### config.mk
export PLATFORM = sky130hd
export DESIGN_NAME = tdc_ms1004_seq
export DESIGN_NICKNAME = d
export VERILOG_FILES = /design/src/rtl/tdc_ms1004_seq_pkg.sv /design/src/rtl/tdc_ms1004_seq.sv
export SDC_FILE = /design/constraint.sdc
export NUM_CORES = 1
export LEC_CHECK = 0
export ABC_AREA = 1
export CORE_ASPECT_RATIO = 1.2
export CORE_MARGIN = 2
export CORE_UTILIZATION = 30
export CTS_BUF_LIST = sky130_fd_sc_hd__clkbuf_8
export CTS_CLUSTER_SIZE = 28
export DETAILED_ROUTE_END_ITERATION = 12
export GPL_ROUTABILITY_DRIVEN = 0
export SETUP_SLACK_MARGIN = 0.4
export SLEW_MARGIN = 25
export SYNTH_ARGS = -nofsm -noshare
export SYNTH_HDL_FRONTEND = slang
export SYNTH_SLANG_ARGS = --single-unit
### constraint.sdc
create_clock -name clk -period 2.7 [get_ports clk]
set_input_delay 0.54 -clock clk [delete_from_list [all_inputs] [get_ports clk]]
set_output_delay 0.54 -clock clk [all_outputs]
set_load 0.01 [all_outputs]
### src/rtl/tdc_ms1004_seq_pkg.sv
// Shared opcodes, state/step encodings and command payload for the MS1004 command sequencer.
package tdc_ms1004_seq_pkg;

  localparam int unsigned CMD_W      = 8;
  localparam int unsigned DATA_W     = 32;
  localparam int unsigned RES_W      = 24;
  localparam int unsigned CNT_W      = 16;
  localparam int unsigned STEP_W     = 4;
  localparam int unsigned GAP_CYCLES = 8;

  localparam logic [CMD_W-1:0] OP_PORST = 8'h50;
  localparam logic [CMD_W-1:0] OP_INIT  = 8'h70;
  localparam logic [CMD_W-1:0] OP_WRREG = 8'h80;
  localparam logic [CMD_W-1:0] OP_RDRES = 8'hB0;

  typedef enum logic [2:0] {
    S_IDLE,
    S_REQ,
    S_WAIT_DONE,
    S_GAP,
    S_ARMED,
    S_ERR
  } state_e;

  typedef enum logic [STEP_W-1:0] {
    STEP_RST,
    STEP_CFG0,
    STEP_CFG1,
    STEP_CFG2,
    STEP_CFG3,
    STEP_CFG4,
    STEP_INIT,
    STEP_RD0,
    STEP_RD1
  } step_e;

  typedef enum logic [1:0] {
    KIND_NONE,
    KIND_WR,
    KIND_RD,
    KIND_1B
  } cmd_kind_e;

  typedef struct packed {
    cmd_kind_e         kind;
    logic [CMD_W-1:0]  op;
    logic [DATA_W-1:0] wrdata;
  } cmd_t;

endpackage

### src/rtl/tdc_ms1004_seq.sv
// MS1004 TDC command sequencer: reset/config/init bring-up, arming, interrupt wait and result readout.
module tdc_ms1004_seq
  import tdc_ms1004_seq_pkg::*;
#(
  parameter int unsigned NUM_CFG     = 3,
  parameter logic [31:0] CFG0        = 32'h0042_0000,
  parameter logic [31:0] CFG1        = 32'h2144_0000,
  parameter logic [31:0] CFG2        = 32'h0000_0000,
  parameter logic [31:0] CFG3        = 32'h0000_0000,
  parameter logic [31:0] CFG4        = 32'h0000_0000,
  parameter logic [15:0] INT_TIMEOUT = 16'd50000,
  parameter logic [15:0] CMD_TIMEOUT = 16'd1000
) (
  input  logic              clk,
  input  logic              i_rst_n,
  input  logic              i_cfg_req,
  input  logic              i_meas_req,
  input  logic              i_tdc_intn,
  output logic              o_cmd_wr,
  output logic              o_cmd_rd,
  output logic              o_cmd_1byte,
  output logic [7:0]        o_tdc_cmd,
  output logic [31:0]       o_tdc_wrdata,
  input  logic              i_cmd_ack,
  input  logic              i_cmd_done,
  input  logic [31:0]       i_rd_data,
  output logic              o_configured,
  output logic              o_busy,
  output logic [23:0]       o_res0,
  output logic [23:0]       o_res1,
  output logic              o_res_valid,
  output logic              o_err
);

  localparam logic [STEP_W-1:0] LAST_CFG = STEP_W'(int'(STEP_CFG0) + NUM_CFG - 1);

  state_e             state_q, state_d;
  step_e              step_q, step_d;
  logic [CNT_W-1:0]   cnt_q, cnt_d;
  logic               meas_q, meas_d;
  logic               configured_d, err_d, res_valid_d, busy_d;
  logic [RES_W-1:0]   res0_d, res1_d;
  cmd_t               cmd_d;

  // Only the upper 24 bits of a read carry result data.
  logic unused_rd_lsb;
  assign unused_rd_lsb = ^i_rd_data[7:0];

  function automatic step_e step_after(input step_e s);
    step_e r;
    r = STEP_INIT;
    case (s)
      STEP_RST:  r = STEP_CFG0;
      STEP_CFG0, STEP_CFG1, STEP_CFG2, STEP_CFG3, STEP_CFG4:
        r = (STEP_W'(s) == LAST_CFG) ? STEP_INIT : step_e'(STEP_W'(s) + STEP_W'(1));
      STEP_RD0:  r = STEP_RD1;
      default:   r = STEP_INIT;
    endcase
    return r;
  endfunction

  function automatic cmd_t step_cmd(input step_e s);
    cmd_t c;
    c = '0;
    case (s)
      STEP_RST:  begin c.kind = KIND_1B; c.op = OP_PORST; end
      STEP_CFG0: begin c.kind = KIND_WR; c.op = OP_WRREG | 8'h00; c.wrdata = CFG0; end
      STEP_CFG1: begin c.kind = KIND_WR; c.op = OP_WRREG | 8'h01; c.wrdata = CFG1; end
      STEP_CFG2: begin c.kind = KIND_WR; c.op = OP_WRREG | 8'h02; c.wrdata = CFG2; end
      STEP_CFG3: begin c.kind = KIND_WR; c.op = OP_WRREG | 8'h03; c.wrdata = CFG3; end
      STEP_CFG4: begin c.kind = KIND_WR; c.op = OP_WRREG | 8'h04; c.wrdata = CFG4; end
      STEP_INIT: begin c.kind = KIND_1B; c.op = OP_INIT; end
      STEP_RD0:  begin c.kind = KIND_RD; c.op = OP_RDRES | 8'h00; end
      STEP_RD1:  begin c.kind = KIND_RD; c.op = OP_RDRES | 8'h01; end
      default:   c = '0;
    endcase
    return c;
  endfunction

  // State, step, counter and every output are registered here.
  always_ff @(posedge clk or negedge i_rst_n) begin
    if (!i_rst_n) begin
      state_q      <= S_IDLE;
      step_q       <= STEP_RST;
      cnt_q        <= '0;
      meas_q       <= 1'b0;
      o_cmd_wr     <= 1'b0;
      o_cmd_rd     <= 1'b0;
      o_cmd_1byte  <= 1'b0;
      o_tdc_cmd    <= '0;
      o_tdc_wrdata <= '0;
      o_configured <= 1'b0;
      o_busy       <= 1'b0;
      o_res0       <= '0;
      o_res1       <= '0;
      o_res_valid  <= 1'b0;
      o_err        <= 1'b0;
    end else begin
      state_q      <= state_d;
      step_q       <= step_d;
      cnt_q        <= cnt_d;
      meas_q       <= meas_d;
      o_cmd_wr     <= (cmd_d.kind == KIND_WR);
      o_cmd_rd     <= (cmd_d.kind == KIND_RD);
      o_cmd_1byte  <= (cmd_d.kind == KIND_1B);
      o_tdc_cmd    <= cmd_d.op;
      o_tdc_wrdata <= cmd_d.wrdata;
      o_configured <= configured_d;
      o_busy       <= busy_d;
      o_res0       <= res0_d;
      o_res1       <= res1_d;
      o_res_valid  <= res_valid_d;
      o_err        <= err_d;
    end
  end

  // Next-state and next-output logic.
  always_comb begin
    state_d      = state_q;
    step_d       = step_q;
    cnt_d        = cnt_q;
    meas_d       = meas_q;
    configured_d = o_configured;
    err_d        = o_err;
    res0_d       = o_res0;
    res1_d       = o_res1;
    res_valid_d  = 1'b0;

    unique case (state_q)
      S_IDLE, S_ERR: begin
        if (i_cfg_req) begin
          err_d        = 1'b0;
          configured_d = 1'b0;
          meas_d       = 1'b0;
          step_d       = STEP_RST;
          cnt_d        = '0;
          state_d      = S_REQ;
        end else if (i_meas_req && o_configured && (state_q == S_IDLE)) begin
          meas_d  = 1'b1;
          step_d  = STEP_INIT;
          cnt_d   = '0;
          state_d = S_REQ;
        end
      end

      S_REQ: begin
        if (i_cmd_ack) begin
          cnt_d   = cnt_q + CNT_W'(1);
          state_d = S_WAIT_DONE;
        end else if (cnt_q == CMD_TIMEOUT - 16'd1) begin
          err_d        = 1'b1;
          configured_d = 1'b0;
          state_d      = S_ERR;
        end else begin
          cnt_d = cnt_q + CNT_W'(1);
        end
      end

      S_WAIT_DONE: begin
        if (i_cmd_done) begin
          if (step_q == STEP_RD0) res0_d = i_rd_data[31:8];
          if (step_q == STEP_RD1) begin
            res1_d      = i_rd_data[31:8];
            res_valid_d = 1'b1;
          end
          cnt_d   = '0;
          state_d = S_GAP;
        end else if (cnt_q == CMD_TIMEOUT - 16'd1) begin
          err_d        = 1'b1;
          configured_d = 1'b0;
          state_d      = S_ERR;
        end else begin
          cnt_d = cnt_q + CNT_W'(1);
        end
      end

      // Post-done quiet period before the next request or hand-off.
      S_GAP: begin
        if (cnt_q == CNT_W'(GAP_CYCLES - 1)) begin
          cnt_d = '0;
          case (step_q)
            STEP_INIT: begin
              if (meas_q) begin
                state_d = S_ARMED;
              end else begin
                configured_d = 1'b1;
                state_d      = S_IDLE;
              end
            end
            STEP_RD1: state_d = S_IDLE;
            default: begin
              step_d  = step_after(step_q);
              state_d = S_REQ;
            end
          endcase
        end else begin
          cnt_d = cnt_q + CNT_W'(1);
        end
      end

      S_ARMED: begin
        if (!i_tdc_intn) begin
          step_d  = STEP_RD0;
          cnt_d   = '0;
          state_d = S_REQ;
        end else if (cnt_q == INT_TIMEOUT - 16'd1) begin
          err_d   = 1'b1;
          cnt_d   = '0;
          state_d = S_IDLE;
        end else begin
          cnt_d = cnt_q + CNT_W'(1);
        end
      end

      default: state_d = S_IDLE;
    endcase

    cmd_d  = (state_d == S_REQ) ? step_cmd(step_d) : '0;
    busy_d = !((state_d == S_IDLE) || (state_d == S_ERR));
  end

endmodule

# After elaboration in Yosys (flattened, before gate mapping)
# Index checks and enable logic that the tools add are counted.
# word_totals
ff_bits	119
latchBits	0
mem_bits_rw	0
mem_bits_ro	0
input_bits	39
wordCells	126
n_memories	0
# classes
add_sub_neg	2
mul	0
n_div	0
order_cmp	0
n_eq_ne	38
shift	0
n_mux	50
n_bitwise	0
n_reduce_logical	21
# ops
operator	count
$mux W16	8
$pmux W10 S9	1
$pmux W16 S5	1
$pmux W30 S2	1
$mux W42	1
$eq A4 B3 Y1 const B	8
$mux W3	9
$mux W4	6
$pmux W4 S3	2
$mux W1	17
$add A16 B1 Y16 const B	1
$eq A16 B10 Y1 const B	1
$eq A16 B16 Y1 const B	1
$eq A16 B3 Y1 const B	1
$eq A4 B2 Y1 const B	4
$pmux W3 S5	1
$ne A2 B2 Y1 const B	7
$eq A3 B3 Y1 const B	3
$eq A4 B1 Y1 const B	2
$eq A4 B4 Y1 const B	2
$logic_not A4 Y1	2
$pmux W1 S4	2
$reduce_bool A4 Y1	2
$reduce_and A7 Y1	1
other kinds (19)	27

# Longest topological paths before layout
# Gate-level depths: netlist of run 1.
# depth
depth_word	10
ltp_mapped	18

# Least setup slack after synthesis of run 1
# OpenSTA, ideal clock, no wires.
# synth_path
path_type	reg2reg
start	register step_q[0]
end	register o_tdc_cmd[0]
arrival_time_ps	1731
t_required_ps	2587
slack_ps	856
stages_incl_launch_ff	17
n_path_buf	0
period_less_slack_ps	1844
path_cell_list	dfrtp_1 inv_1 ha_1 nand3_2 nand2_1 inv_2 nand3_1 nor2_1 nand2_1 nand2_1 nand2_1 nand2_2 nor2_2 nand2_1 nand3_1 nand2_1 inv_1
# synth_lines
element	line	rtl
from (decl)	tdc_ms1004_seq.sv:38	step_e step_q, step_d;
from (signal assigned)	tdc_ms1004_seq.sv:100	step_q <= step_d;
to (signal assigned)	tdc_ms1004_seq.sv:106	o_tdc_cmd <= cmd_d.op;
to (decl)	tdc_ms1004_seq.sv:22	output logic [7:0] o_tdc_cmd,

# Final worst setup path of run 1
# layout_path
start	register cnt_q[1]
end	register cnt_q[9]
# layout_between
elab_chain_len	4
word_cells_on_any_way	11
cone_classes	add/sub (1); eq/ne (3); mux (7)
# layout_rtl
element	line	rtl
from (decl)	tdc_ms1004_seq.sv:39	logic [CNT_W-1:0] cnt_q, cnt_d;
from (signal assigned)	tdc_ms1004_seq.sv:101	cnt_q <= cnt_d;
$add A16 B1 Y16, or another cell as far along	--	
$mux W16, on equally long branches	tdc_ms1004_seq.sv:206, tdc_ms1004_seq.sv:150, tdc_ms1004_seq.sv:168	
$mux W16, on equally long branches	tdc_ms1004_seq.sv:202, tdc_ms1004_seq.sv:147, tdc_ms1004_seq.sv:160	
$pmux W16 S5 (*)	tdc_ms1004_seq.sv:129	unique case (state_q)
# Every way passes the cells marked *; elsewhere a longest branch is shown, timed or not.
# A chain may end at the register's enable or synchronous reset.

==> impl_metrics.prom, run 1 <==
# TYPE chip_impl_metric gauge
chip_impl_info{name="result_of_the_run",value="finished, final reports clean"} 1
chip_impl_metric{name="power.density",unit="nW/µm²"} 1100
chip_impl_metric{name="max_slew.worst_pin.slew",unit="ns"} 0.610
chip_impl_metric{name="rows",unit=""} 50
chip_impl_metric{name="final.min_clock_period",unit="ns"} 2.16
chip_impl_metric{name="detail_route.first_pass.iterations",unit=""} 4
chip_impl_info{name="critPathCaptureType",value="flop"} 1
chip_impl_metric{name="critical_path_arrival",unit="ns"} 2.41
chip_impl_metric{name="synth_enable_flop_cells",unit=""} 0
chip_impl_metric{name="detail_route.wirelength.met1",unit="mm"} 5.11
chip_impl_metric{name="cts_max_path_buffers",unit=""} 2
chip_impl_info{name="path_delay_family",value="simple AND/OR/NAND/NOR gates"} 1
chip_impl_metric{name="clock_edge_transition_at_the_registers_on_the_reported_setup_and_hold_paths",unit="ns"} 0.09
chip_impl_metric{name="drc",unit=""} 0
chip_impl_metric{name="hold_ws",unit="ns"} 0.126
chip_impl_info{name="clockRootBuffer",value="sky130_fd_sc_hd__clkbuf_8"} 1
chip_impl_metric{name="dpl_worst_slack",unit="ns"} 0.287
chip_impl_metric{name="worstPathRequired",unit="ns"} 2.95
chip_impl_metric{name="synth-async-reset-ratio",unit="%"} 100
chip_impl_metric{name="timing.final.max_slew_violations",unit=""} 0
chip_impl_metric{name="port_buffers",unit=""} 97
chip_impl_metric{name="cp_slowest_stage_delay",unit="ns"} 0.40
chip_impl_metric{name="reg2reg_slack",unit="ns"} 0.54
chip_impl_metric{name="boundaryPins",unit=""} 134
chip_impl_metric{name="post_synthesis_to_final_layout_area_growth",unit="%"} 29.0
chip_impl_metric{name="worst_slack",unit="ns"} 0.540
chip_impl_metric{name="final-setup-viol-count",unit=""} 0
chip_impl_info{name="timing_worst_setup_path_type",value="reg2reg"} 1
chip_impl_metric{name="die-width",unit="µm"} 119
chip_impl_metric{name="synth.avg_cell_area",unit="µm²"} 8.08
chip_impl_metric{name="htree_levels",unit=""} 3
chip_impl_metric{name="layout-drive-gt1-share",unit="%"} 15.3
chip_impl_info{name="top_layer_used",value="met4"} 1
chip_impl_info{name="path_common_cell",value="sky130_fd_sc_hd__nand2_1"} 1
chip_impl_metric{name="met3_wirelength",unit="µm"} 632
chip_impl_info{name="min-delay-path-class",value="in2async"} 1
chip_impl_metric{name="core_area",unit="µm²"} 15600
chip_impl_metric{name="count_of_clock_tree_sinks",unit=""} 89
chip_impl_metric{name="fin_skew",unit="ns"} 0.00889
chip_impl_info{name="cell_taking_the_most_area_after_synthesis",value="sky130_fd_sc_hd__dfrtp_1"} 1
chip_impl_metric{name="slew-limit-headroom",unit="%"} 59.2
chip_impl_metric{name="design.final.nets",unit=""} 745
chip_impl_metric{name="ys_ff_latch",unit=""} 89
chip_impl_metric{name="ctsHoldBuffers",unit=""} 0
chip_impl_metric{name="initial_core_utilization",unit="%"} 30.7
chip_impl_info{name="highest_delay_cell_along_the_critical_path",value="sky130_fd_sc_hd__dfrtp_1"} 1
chip_impl_metric{name="yosys.area.top_type_share",unit="%"} 46.4
chip_impl_metric{name="drt_iter0_markers",unit=""} 269
chip_impl_metric{name="grt_start_max_net_pins",unit=""} 43
chip_impl_metric{name="dr_total_vias",unit=""} 4003
chip_impl_info{name="netlist_top_cells_area",value="sky130_fd_sc_hd__dfrtp_1, sky130_fd_sc_hd__nand2_1, sky130_fd_sc_hd__buf_4"} 1
chip_impl_metric{name="synthCells",unit=""} 594
chip_impl_metric{name="synth_cell_type_count",unit=""} 41
chip_impl_metric{name="layout_worst_path_cycle_share",unit="%"} 80.0
chip_impl_metric{name="r2r_cells",unit=""} 12
chip_impl_info{name="worstReg2RegEnd",value="cnt_q[9]"} 1
chip_impl_metric{name="dieHeight",unit="µm"} 143
chip_impl_metric{name="die_area",unit="µm²"} 17000
chip_impl_metric{name="gr-total-overflow",unit=""} 0
chip_impl_metric{name="post-dp-hpwl",unit="mm"} 8.78
chip_impl_metric{name="clk-insertion-delay-late",unit="ns"} 0.36
chip_impl_metric{name="yosysSeqAreaShare",unit="%"} 46.4
chip_impl_metric{name="antenna_found_initial",unit=""} 0
chip_impl_metric{name="wl_per_cell",unit="µm"} 12.4
chip_impl_metric{name="detail_route.wirelength",unit="mm"} 11.4
chip_impl_metric{name="met2WireLength",unit="mm"} 5.47
chip_impl_info{name="worst_setup_path_start_kind",value="flop"} 1
chip_impl_metric{name="clock.fmax",unit="MHz"} 463
chip_impl_metric{name="synthesis.area",unit="µm²"} 4800
chip_impl_info{name="worstReg2RegStart",value="cnt_q[1]"} 1
chip_impl_metric{name="maxCapViolCount",unit=""} 0
chip_impl_metric{name="num_antenna_cells",unit=""} 0
chip_impl_metric{name="p_leak",unit="nW"} 3.03
chip_impl_metric{name="number_of_synthesis_warnings",unit=""} 0
chip_impl_metric{name="groute.usage.overall",unit="%"} 13.7
chip_impl_metric{name="cts_buffers",unit=""} 9
chip_impl_info{name="synthFlopType",value="sky130_fd_sc_hd__dfrtp_1"} 1
chip_impl_metric{name="fill_cell_instance_count_of_the_final_layout",unit=""} 1606
chip_impl_metric{name="detail_route.vias_per_cell",unit=""} 4.38
chip_impl_info{name="tritoncts_clock_tree",value="built"} 1
chip_impl_metric{name="grt_pass1_vias",unit=""} 3767
chip_impl_metric{name="grt_first_pass_wirelength",unit="mm"} 18.7
chip_impl_metric{name="max-vdd-ir-drop",unit="mV"} 0.263
chip_impl_metric{name="timing.critical_path.buf_inv",unit=""} 2
chip_impl_metric{name="detail-route-antenna-nets",unit=""} 0
chip_impl_info{name="rsz_0062_raised_after_global_routing",value="false"} 1
chip_impl_metric{name="max_fo_critical_path",unit=""} 9
chip_impl_metric{name="hold_violations",unit=""} 0
chip_impl_metric{name="sum_of_internal_switching_and_leakage_power",unit="W"} 0.00682
chip_impl_info{name="crit_chain",value="ha_2 > nand2_1 > inv_2 > nand2_1 > nor2_4 > nand2_4 > nand2_2 > nand2_1 > a21oi_4 > buf_12 > o21ai_1 > o22a_1"} 1
chip_impl_metric{name="setup_tns",unit="ns"} 0
chip_impl_metric{name="post-route-util",unit="%"} 39.6
==> cells by family after synthesis <==
| group | count (synthesis) | synth area share, % |
|---|---|---|
| adders and majority gates | 5 | 1.30 |
| DFF | 89 | 46.4 |
| AOI/OAI and AO/OA | 92 | 11.3 |
| and+or+nand+nor | 276 | 26.6 |
| xor gates and xnor gates | 3 | 0.548 |
| other | 1 | 0.0782 |
| buffers and inverters | 122 | 12.3 |
| muxes | 6 | 1.41 |
==> synthesized netlist by cell type, types with 6 or more instances <==
library cell,count
sky130_fd_sc_hd__nand2_1,138
sky130_fd_sc_hd__dfrtp_1,89
sky130_fd_sc_hd__nor2_1,64
sky130_fd_sc_hd__inv_1,62
sky130_fd_sc_hd__buf_4,33
sky130_fd_sc_hd__a21oi_1,32
sky130_fd_sc_hd__o21ai_0,30
sky130_fd_sc_hd__nand3_1,22
sky130_fd_sc_hd__inv_2,19
sky130_fd_sc_hd__nand2_2,13
sky130_fd_sc_hd__nand4_1,13
sky130_fd_sc_hd__nor2_2,7
sky130_fd_sc_hd__nor2_4,7
sky130_fd_sc_hd__o21ai_1,7
sky130_fd_sc_hd__mux2_2,6
sky130_fd_sc_hd__nand3_2,6
==> timing repair <==
item,4_1_cts,5_1_grt
setup buffers,0,6
endpoints found under the setup margin,0,25
resized for setup,0,15
==> metal layers <==
layer | track usage [%] | vias to the layer above
met1 | 17.1 | 1820
met5 | 0 | -
met2 | 23.6 | 126
li1 | - | 2046
met4 | 3.96 | 0
met3 | 3.13 | 11
==> final cells by class <==
type | instances | area [µm²] | share of cell area (%)
clock buffer | 9 | 124 | 2.00
clock inverter | 7 | 68.8 | 1.11
inverter | 82 | 309 | 4.99
multi-input combinational | 410 | 2130 | 34.4
sequential | 89 | 2230 | 36.0
tap | 208 | 260 | 4.20
timing repair buffer | 109 | 1070 | 17.3
==> stage by stage <==
step           cells  area [µm²]
6_report         914        6190
5_1_grt          914        6190
4_1_cts          908        6100
3_3_place_gp     892        5910
3_5_place_dp     892        5910
2_1_floorplan    621        4900
==> registers in the layout, indices dropped and copies added (netlist names) <==
| name | count |
|---|---|
| o_res0 | 24 |
| cnt_q | 16 |
| o_res_valid | 1 |
| o_cmd_1byte | 1 |
| o_err | 1 |
| o_cmd_rd | 1 |
| o_tdc_wrdata | 3 |
| o_tdc_cmd | 7 |
| meas_q | 1 |
| o_cmd_wr | 1 |
| o_res1 | 24 |
| state_q | 3 |
| o_busy | 1 |
| o_configured | 1 |
| step_q | 4 |
==> layout by cell type, fill, tap and decap left out, drive strengths merged <==
master	instances
a21boi	1
a21oi	34
a22oi	3
a2bb2oi	1
a31oi	1
buf	13
bufinv	1
clkbuf	9
clkdlybuf4s50	96
clkinv	3
clkinvlp	1
conb	28
dfrtp	89
ha	5
inv	84
mux2	6
nand2	151
nand3	30
nand4	13
nor2	78
nor3	4
o2111ai	1
o211ai	1
o21a	2
o21ai	38
o21bai	2
o22a	1
o22ai	4
o311ai	1
o31ai	2
xor2	3
==> where the power goes <==
group	leakage [nW]	switching (W)	internal (W)
registers	1.15	0.000356	0.00184
clock network	0.101	0.000485	0.000428
logic	1.78	0.00207	0.00164
==> worst max-delay path by stage <==
stage,end,from,cells after the start,slack [ns]
2_1_floorplan,o_tdc_cmd[0],step_q[0],16,0.86
3_3_place_gp,o_tdc_cmd[7],i_meas_req,14,0.31
3_5_place_dp,o_res0[14],i_cmd_done,8,0.29
4_1_cts,cnt_q[9],cnt_q[0],12,0.46
5_1_grt,o_cmd_rd,cnt_q[0],15,0.36
6_report,cnt_q[9],cnt_q[1],12,0.54
==> worst register-to-register path: cells and delay by family (launching register included) <==
kind                       cells  cell delay (ns)
and+or+nand+nor                6             0.72
AOI/OAI and AO/OA              3             0.50
DFF                            1             0.40
buffers and inverters          2             0.25
adders and majority gates      1             0.19
(Power assumes the default switching activity.)
==> inputs of run 2 (changes only) <==
clock period = 2.25 ns   (was 2.7 ns; I/O delays follow)
==> run 2 against run 1 <==
Net effect: global-route usage grew 0.75 points; clock power rose by 14%; non-clock buffer count grew 31; design area up 9.4%; power up 38%; worst hold slack worse by 0.018 ns; combinational power up 55%; fmax grew 4.4%; flip-flop and latch count is the same; count of clock-buffer cells in the layout grew 1; largest power group unchanged.
==> impl_metrics.prom, run 2 (same netlist as run 1, synthesis figures left out) <==
# TYPE chip_impl_metric gauge
chip_impl_info{name="highest_delay_cell_along_the_critical_path",value="sky130_fd_sc_hd__dfrtp_1"} 1
chip_impl_info{name="rsz_0062_raised_after_global_routing",value="true"} 1
chip_impl_metric{name="cts_max_path_buffers",unit=""} 2
chip_impl_info{name="most-common-layout-cells",value="sky130_fd_sc_hd__nand2_1, sky130_fd_sc_hd__clkdlybuf4s50_1, sky130_fd_sc_hd__dfrtp_1"} 1
chip_impl_info{name="timing_worst_setup_path_type",value="reg2reg"} 1
chip_impl_metric{name="final.min_clock_period",unit="ns"} 2.07
chip_impl_metric{name="cp_slowest_stage_delay",unit="ns"} 0.39
chip_impl_metric{name="groute.usage.overall",unit="%"} 14.4
chip_impl_metric{name="power.density",unit="nW/µm²"} 1390
chip_impl_metric{name="ctsHoldBuffers",unit=""} 0
chip_impl_metric{name="clock.fmax",unit="MHz"} 483
chip_impl_metric{name="initial_core_utilization",unit="%"} 30.7
chip_impl_metric{name="die_area",unit="µm²"} 17000
chip_impl_metric{name="boundaryPins",unit=""} 134
chip_impl_info{name="crit_chain",value="ha_2 > nand2_2 > inv_2 > nand2_2 > nor2_4 > buf_4 > nand2_2 > nand2_1 > nand2_1 > nand4_1 > nand2_1 > nor2_4 > nand2_1 > nor3_2"} 1
chip_impl_metric{name="grt_pass1_vias",unit=""} 4016
chip_impl_info{name="min-delay-path-class",value="in2async"} 1
chip_impl_metric{name="layout-drive-gt1-share",unit="%"} 25.6
chip_impl_metric{name="count_of_clock_tree_sinks",unit=""} 89
chip_impl_metric{name="core_area",unit="µm²"} 15600
chip_impl_metric{name="detail_route.vias_per_cell",unit=""} 4.44
chip_impl_metric{name="clk-insertion-delay-late",unit="ns"} 0.37
chip_impl_info{name="path_common_cell",value="sky130_fd_sc_hd__nand2_1"} 1
chip_impl_metric{name="max-vdd-ir-drop",unit="mV"} 0.458
chip_impl_metric{name="multi_input_area",unit="µm²"} 2410
chip_impl_metric{name="setup_tns",unit="ns"} 0
chip_impl_metric{name="post-place-cells",unit=""} 902
chip_impl_metric{name="port_buffers",unit=""} 97
chip_impl_info{name="worstReg2RegEnd",value="o_tdc_cmd[2]"} 1
chip_impl_metric{name="fin_skew",unit="ns"} 0.0187
chip_impl_metric{name="detail-route-antenna-nets",unit=""} 0
chip_impl_metric{name="drt_iter0_markers",unit=""} 269
chip_impl_metric{name="clock_edge_transition_at_the_registers_on_the_reported_setup_and_hold_paths",unit="ns"} 0.10
chip_impl_metric{name="design.final.nets",unit=""} 776
chip_impl_metric{name="layout_worst_path_cycle_share",unit="%"} 92.0
chip_impl_metric{name="dr_total_vias",unit=""} 4197
chip_impl_metric{name="dpl_worst_slack",unit="ns"} 0.000986
chip_impl_info{name="worstReg2RegStart",value="cnt_q[0]"} 1
chip_impl_info{name="path_delay_family",value="simple AND/OR/NAND/NOR gates"} 1
chip_impl_metric{name="final_cells",unit=""} 945
chip_impl_metric{name="final-setup-viol-count",unit=""} 0
chip_impl_metric{name="maxCapViolCount",unit=""} 0
chip_impl_metric{name="worst_slack",unit="ns"} 0.181
chip_impl_metric{name="max_fo_critical_path",unit=""} 6
chip_impl_metric{name="htree_levels",unit=""} 3
chip_impl_metric{name="timing.final.max_slew_violations",unit=""} 0
chip_impl_metric{name="num_antenna_cells",unit=""} 0
chip_impl_metric{name="post-dp-hpwl",unit="mm"} 8.65
chip_impl_info{name="mostFrequentLayoutCell",value="sky130_fd_sc_hd__nand2_1"} 1
chip_impl_metric{name="post_synthesis_to_final_layout_area_growth",unit="%"} 41.1
chip_impl_info{name="largestRegisters",value="o_res0 (24), o_res1 (24), cnt_q (16)"} 1
chip_impl_metric{name="drc",unit=""} 0
chip_impl_metric{name="worstPathRequired",unit="ns"} 2.53
chip_impl_metric{name="timing.critical_path.buf_inv",unit=""} 2
chip_impl_info{name="worst_setup_path_start_kind",value="flop"} 1
chip_impl_metric{name="rows",unit=""} 50
chip_impl_metric{name="hold_violations",unit=""} 0
chip_impl_metric{name="grt_first_pass_wirelength",unit="mm"} 19.7
chip_impl_metric{name="wl_per_cell",unit="µm"} 13.0
chip_impl_metric{name="detail_route.first_pass.iterations",unit=""} 4
chip_impl_metric{name="r2r_cells",unit=""} 14
chip_impl_metric{name="gr-total-overflow",unit=""} 0
chip_impl_metric{name="grt_start_max_net_pins",unit=""} 90
chip_impl_metric{name="detail_route.wirelength",unit="mm"} 12.3
chip_impl_metric{name="antenna_found_initial",unit=""} 0
chip_impl_metric{name="cts_buffers",unit=""} 9
chip_impl_info{name="tritoncts_clock_tree",value="built"} 1
chip_impl_info{name="critPathCaptureType",value="flop"} 1
chip_impl_metric{name="p_leak",unit="nW"} 3.25
chip_impl_metric{name="layout.area.seq",unit="µm²"} 2230
chip_impl_info{name="result_of_the_run",value="finished, final reports clean"} 1
chip_impl_metric{name="fill_cell_instance_count_of_the_final_layout",unit=""} 1517
chip_impl_metric{name="critical_path_arrival",unit="ns"} 2.35
chip_impl_metric{name="die-width",unit="µm"} 119
chip_impl_info{name="clockRootBuffer",value="sky130_fd_sc_hd__clkbuf_8"} 1
chip_impl_metric{name="reg2reg_slack",unit="ns"} 0.18
chip_impl_metric{name="dieHeight",unit="µm"} 143
-- run 2: cell types whose count changed in the layout (fill, tap and decap cells not counted), moves of 6 or more --
cell | before | now
sky130_fd_sc_hd__nand2_1 | 137 | 124
sky130_fd_sc_hd__nor2_1 | 62 | 50
sky130_fd_sc_hd__nor2_4 | 7 | 15
sky130_fd_sc_hd__nand2_4 | 2 | 8
sky130_fd_sc_hd__buf_4 | 12 | 36
-- run 2: per-layer routing --
layer	part of all wire (%)	global-route usage, %
met1	45	18.4
met5	0	0
met3	4.9	3.04
met4	1.7	4.52
met2	49	24.5
-- run 2: layout make-up --
cell class / count / share of cell area (%)
Timing Repair Buffer: 140 / 20.1
Clock buffer: 10 / 2.03
Tap cell: 208 / 3.84
Sequential cell: 89 / 33.0
Inverter: 82 / 4.82
Clock inverter: 6 / 0.591
Multi-Input combinational cell: 410 / 35.6
-- run 2: worst reg2reg max path: stages, from the launching register on --
cell                      delay (ns)
sky130_fd_sc_hd__dfrtp_1        0.39
sky130_fd_sc_hd__ha_2           0.20
sky130_fd_sc_hd__nand2_2        0.06
sky130_fd_sc_hd__inv_2          0.08
sky130_fd_sc_hd__nand2_2        0.07
sky130_fd_sc_hd__nor2_4         0.19
sky130_fd_sc_hd__buf_4          0.16
sky130_fd_sc_hd__nand2_2        0.07
sky130_fd_sc_hd__nand2_1        0.07
sky130_fd_sc_hd__nand2_1        0.06
sky130_fd_sc_hd__nand4_1        0.09
sky130_fd_sc_hd__nand2_1        0.10
sky130_fd_sc_hd__nor2_4         0.21
sky130_fd_sc_hd__nand2_1        0.12
sky130_fd_sc_hd__nor3_2         0.12
-- run 2: how the worst max path moves through the flow --
stage / cells past startpoint / from / endpoint
2_1_floorplan: 16 / step_q[0] / o_tdc_cmd[0]
3_3_place_gp: 14 / i_meas_req / o_tdc_cmd[7]
3_5_place_dp: 14 / i_meas_req / o_tdc_cmd[7]
4_1_cts: 16 / cnt_q[0] / o_tdc_cmd[0]
5_1_grt: 16 / cnt_q[0] / o_tdc_cmd[0]
6_report: 14 / cnt_q[0] / o_tdc_cmd[2]
-- run 2: report_power, final --
group          leakage (nW)  switching, W  internal [W]  total [W]
Clock                0.0928      0.000602      0.000434    0.00104
Sequential             1.15      0.000417       0.00221    0.00263
Combinational          2.01       0.00311       0.00265    0.00576
Total                  3.25       0.00413       0.00530    0.00943
-- run 2: per-stage QoR --
stage	utilization, %	cell area, µm²	total power [W]	hold slack (ns)
after CTS	41.1	6430	0.00865	0.129
after global placement	38.4	6010	0.00707	0.453
after detailed placement	38.4	6010	0.00712	0.461
after global routing	43.3	6770	0.0102	0.127
after floorplan	-	4900	0.00524	0.154
final	43.3	6770	0.00943	0.107
-- run 2: repair_timing --
action / in CTS / in global routing
gates cloned: 0 / 1
resized for setup: 43 / 60
endpoints found under the setup margin: 54 / 73
setup buffers: 15 / 11
pin swaps: 18 / 17
